**config.mk**
```make
export PLATFORM = sky130hd
export DESIGN_NAME = w_writeback_grf
export DESIGN_NICKNAME = d
export VERILOG_FILES = /design/src/rtl/w_writeback_grf.sv
export SDC_FILE = /design/constraint.sdc
export NUM_CORES = 2
export LEC_CHECK = 0
export BUFFER_PORTS_ARGS = -buffer_cell sky130_fd_sc_hd__buf_4
export CELL_PAD_IN_SITES_DETAIL_PLACEMENT = 0
export CELL_PAD_IN_SITES_GLOBAL_PLACEMENT = 1
export CORE_ASPECT_RATIO = 0.75
export CORE_UTILIZATION = 53
export DETAILED_ROUTE_END_ITERATION = 16
export GPL_TIMING_DRIVEN = 0
export MAX_ROUTING_LAYER = met4
export PLACE_DENSITY = 0.77
export SYNTH_ARGS = -nofsm -noshare
export SYNTH_HDL_FRONTEND = slang
export SYNTH_SLANG_ARGS = --single-unit
```
**constraint.sdc**
```tcl
create_clock -name Clk -period 6.6 [get_ports Clk]
set_input_delay 1.98 -clock Clk [delete_from_list [all_inputs] [get_ports Clk]]
set_output_delay 1.98 -clock Clk [all_outputs]
set_load 0.02 [all_outputs]
```
**src/rtl/w_writeback_grf.sv**
```systemverilog
// rtl/w_writeback_grf.sv - W-stage writeback decode plus 32x32 register file
// with write-through bypass on the D-stage read ports.
module w_writeback_grf (
  input  logic        Clk,
  input  logic        Rst,
  input  logic [31:0] W_IR,
  input  logic [31:0] W_PC,
  input  logic [31:0] W_DR,
  input  logic [31:0] W_Y,
  input  logic [4:0]  A1,
  input  logic [4:0]  A2,
  output logic [31:0] RD1,
  output logic [31:0] RD2,
  output logic [4:0]  W_A3,
  output logic [31:0] W_WD,
  output logic        W_WE
);

  logic [31:0] regs [0:31];
  logic        dec_wr;
  logic [4:0]  dec_a3;
  logic [31:0] dec_wd;
  logic [31:0] byte_sh;
  logic [7:0]  ld_byte;
  logic [15:0] ld_half;
  logic [31:0] link;
  logic [5:0]  op;
  logic [5:0]  funct;
  logic        unused_ok;

  assign op      = W_IR[31:26];
  assign funct   = W_IR[5:0];
  assign link    = W_PC + 32'd8;
  assign byte_sh = W_DR >> {W_Y[1:0], 3'b000};
  assign ld_byte = byte_sh[7:0];
  // W_Y[0] is deliberately ignored for halfwords: no misalignment trap.
  assign ld_half = W_Y[1] ? W_DR[31:16] : W_DR[15:0];
  assign unused_ok = &{1'b0, W_IR[25:21], W_IR[10:6]};

  always_comb begin
    dec_wr = 1'b0;
    dec_a3 = 5'd0;
    dec_wd = 32'd0;
    case (op)
      6'b000000: begin
        case (funct)
          6'b100001, 6'b100011, 6'b000000: begin
            dec_wr = 1'b1; dec_a3 = W_IR[15:11]; dec_wd = W_Y;
          end
          6'b001001: begin
            dec_wr = 1'b1; dec_a3 = W_IR[15:11]; dec_wd = link;
          end
          default: ;
        endcase
      end
      6'b001101, 6'b001111: begin
        dec_wr = 1'b1; dec_a3 = W_IR[20:16]; dec_wd = W_Y;
      end
      6'b100011: begin
        dec_wr = 1'b1; dec_a3 = W_IR[20:16]; dec_wd = W_DR;
      end
      6'b100000: begin
        dec_wr = 1'b1; dec_a3 = W_IR[20:16]; dec_wd = {{24{ld_byte[7]}}, ld_byte};
      end
      6'b100100: begin
        dec_wr = 1'b1; dec_a3 = W_IR[20:16]; dec_wd = {24'd0, ld_byte};
      end
      6'b100001: begin
        dec_wr = 1'b1; dec_a3 = W_IR[20:16]; dec_wd = {{16{ld_half[15]}}, ld_half};
      end
      6'b100101: begin
        dec_wr = 1'b1; dec_a3 = W_IR[20:16]; dec_wd = {16'd0, ld_half};
      end
      6'b000011: begin
        dec_wr = 1'b1; dec_a3 = 5'd31; dec_wd = link;
      end
      default: ;
    endcase
  end

  assign W_WE = dec_wr && (dec_a3 != 5'd0) && !Rst;
  assign W_A3 = W_WE ? dec_a3 : 5'd0;
  assign W_WD = dec_wd;

  always_ff @(posedge Clk) begin
    if (Rst) begin
      for (int i = 0; i < 32; i++) regs[i] <= 32'd0;
    end else if (W_WE) begin
      regs[W_A3] <= W_WD;
    end
  end

  // Bypass is implicitly off during reset because W_WE is forced low.
  always_comb begin
    RD1 = regs[A1];
    RD2 = regs[A2];
    if (W_WE && (A1 == W_A3)) RD1 = W_WD;
    if (W_WE && (A2 == W_A3)) RD2 = W_WD;
    if (A1 == 5'd0) RD1 = 32'd0;
    if (A2 == 5'd0) RD2 = 32'd0;
  end

endmodule

```
==> results.ini <==
[outcome]
status = complete, but fails checks
violations = negative setup slack

[worst_setup_path]
worstSetupStartpointType = primary input
crit_type = in2out
cpMostUsedCell = buf_12
endpoint_kind = primary output
cpMaxStageDelayCell = or4_4
required_ps = 4620
cp_cell_sequence = buf_12, or4_4, nor2_4, buf_8, a31oi_4, nand3_1, nand4_1, nor4b_4, buf_12, clkbuf_16, mux2_4, buf_6
slowest_delay_ps = 540
crit_family = simple AND/OR/NAND/NOR gates
arrival_ps = 4800
cp.buffers_inverters = 5
crit_fanout = 8

[sta]
hold_viol = 0
fin_ws_ps = -178
slew_violations = 0
tightest_slew_ps = 1110
min_period_ps = 6780
slew_headroom_pct = 25.1
finalSetupViolCount = 66
rsz0062_at_grt = true
max_freq_mhz = 148
fin_crit_sh_pct = 103
hold_ws_ps = 1770

[logic_synthesis]
avgSynthCellArea_sq_um = 14.4
synthTopCellsByArea = edfxtp_1 56%, mux4_2 26%, nor2_1 7.4%
syn_area_sq_um = 54700
synth_top_family_by_area = multiplexers
synth-simple-area-share_pct = 10.3
synthXorXnorAreaFrac_pct = 0.448
synthAdderAreaFrac_pct = 0.0229
yosys.cell_types.count = 68
synth_mux_area_share_pct = 27.7
ys.flop_type = edfxtp_1
synth_edf_count = 1024
ys_warn_count = 0
synthesis.instances = 3807
synth.most_common_cell = nor2_1
synth_seq_cells = 1024
seq_area_frac_synth_pct = 56.2
synthArstFlopShare_pct = 0
yosysTopAreaCellShare_pct = 56.2
synth.largest_area_cell = edfxtp_1
synth_compound_gate_area_share_pct = 2.13
ys_top_cells_by_count = 1076 x nor2_1, 1024 x edfxtp_1, 641 x mux4_2

[clock_network]
ctsHoldBuffers = 0
htreeDepth = 3
cts_tree = built
clock_sinks = 1024
numCtsBuffers = 103
clk_path_buf_depth = 3
cts_root_buffer = clkbuf_16
clkSlewWorstSetupHoldPaths_ps = 60

[die]
core_area_sq_um = 102000
fp.dieArea_sq_um = 105000
ios = 242
start_util_pct = 53.8
die_width_um = 373
die_h_um = 280
rows = 101

[min_path]
hold_depth = 4
hold_end = regs[5][13]
min_from = W_Y[13]
hold_class = in2reg

[power_and_ir_drop]
leakagePower_nw = 21.2
seq_power_share_pct = 47.3
combPwrFrac_pct = 15.1
design_power_total_w = 0.0162
p_per_area_nw_per_um2 = 251
clockPowerShare_pct = 37.7
p_int_w = 0.0120
switchingPower_w = 0.00416
max-vdd-ir-drop_uv = 212
p_sw_share_pct = 25.7

[final_layout]
n_antenna_cell = 0
final_area_sq_um = 64300
largest_register_ffs = 1024
nets = 4349
stdcell_count = 5632
top_register = regs
reg_top3 = regs: 1024 flops
drive_gt1_share_pct = 33.6
area_growth_pct = 17.5

[place]
port_buffers = 224
pre_cts_ws_ps = -2110
place_inst = 5431
hpwlAfterDp_um = 150000
gp_congestion = 1.02
place_area_sq_um = 58900

[global_route]
grt_pass1_wl_um = 276000
antenna_found_initial = 1
grt_overflow = 0
grt_max_degree = 33
grt_util_all_layers_pct = 39.3
grt_pass1_vias = 37100

[drt]
detail-route-antenna-nets = 0
wl_per_cell_um = 35.2
wl_um = 198000
firstDrtPassIters = 8
route.detailed.drc = 0
vias = 38800
via_per_inst = 6.88
first_iter_violations = 6652

[job]
drv_cap = 0

-- what timing repair did --
action                     4_1_cts  5_1_grt
buffers inserted                 9       10
setup endpoints to repair       96       95
pin swaps                        9       15
cloned                           1        3
gates resized for setup        531      231
-- metal layers --
layer / vias up / global-route usage, % / share of wire, %
li1: 15400 / - / -
met1: 20000 / 55.5 / 39
met2: 2997 / 56.4 / 44
met3: 444 / 9.17 / 13
met4: 0 / 14.3 / 4.4
met5: - / - / 0
-- layout make-up --
class / count / area [sq um]
fillers: 7700 / 37400
multi-input cells: 2358 / 23200
repair buffers: 275 / 2750
flip-flops and latches: 1024 / 30700
clock buffers: 120 / 2680
clock inverters: 70 / 722
plain buffers: 399 / 2380
well taps: 1339 / 1680
inverters: 47 / 176
-- stage by stage --
stage | TNS, ps | util, %
floorplan | 0 | -
global placement | -742680 | 57.2
detailed placement | -144810 | 57.9
CTS | -13040 | 62.5
global route | -5900 | 63.2
finish | -5460 | 63.2
-- kinds of logic after synthesis --
| logic type | Yosys count |
|---|---|
| AO/OA/AOI/OAI | 173 |
| adder cells (fa/ha/maj) | 1 |
| other | 1 |
| XOR/XNOR | 28 |
| flip-flops | 1024 |
| AND/OR/NAND/NOR | 1417 |
| multiplexers | 707 |
| buffers and inverters | 456 |
-- power by group through the flow --
stage / clock network, W / logic [W] / registers [W]
after global routing: 0.00631 / 0.00248 / 0.00767
after CTS: 0.00607 / 0.00231 / 0.00764
after global placement: 0 / 0.00218 / 0.00776
after detailed placement: 0 / 0.00224 / 0.00777
after floorplan: 0 / 0.00134 / 0.00771
final: 0.00609 / 0.00243 / 0.00764
-- worst max path at each step --
stage              from  endpoint  cells past startpoint
2_1_floorplan     A2[0]   RD2[10]                      8
3_3_place_gp      A2[0]    RD2[0]                      9
3_5_place_dp      A2[0]    RD2[0]                      9
4_1_cts        W_IR[26]   RD1[11]                     12
5_1_grt        W_IR[28]   RD2[18]                     12
6_report       W_IR[28]   RD1[17]                     12
-- placed cells by master, fill, tap and decap left out, drive strengths merged, types with 5 or more instances in the layout --
| cell type | synthesis | routed |
|---|---|---|
| a21boi | 5 | 5 |
| a21oi | 83 | 83 |
| a221o | 10 | 10 |
| a221oi | 17 | 17 |
| a31o | 5 | 5 |
| a31oi | 5 | 5 |
| and2 | 6 | 6 |
| and3 | 15 | 15 |
| and4 | 7 | 7 |
| buf | 65 | 349 |
| bufinv | 0 | 13 |
| clkbuf | 344 | 440 |
| clkinv | 1 | 51 |
| clkinvlp | 0 | 6 |
| conb | 1 | 32 |
| edfxtp | 1024 | 1024 |
| inv | 46 | 47 |
| mux2 | 65 | 65 |
| mux4 | 641 | 641 |
| nand2 | 238 | 238 |
| nand2b | 5 | 5 |
| nand3 | 17 | 17 |
| nand4 | 10 | 10 |
| nor2 | 1077 | 1077 |
| nor3 | 15 | 15 |
| nor4 | 8 | 8 |
| o21a | 6 | 6 |
| o21ai | 10 | 10 |
| xnor2 | 19 | 19 |
| xor2 | 9 | 9 |
Note: power is estimated with default switching activity, not from simulation.
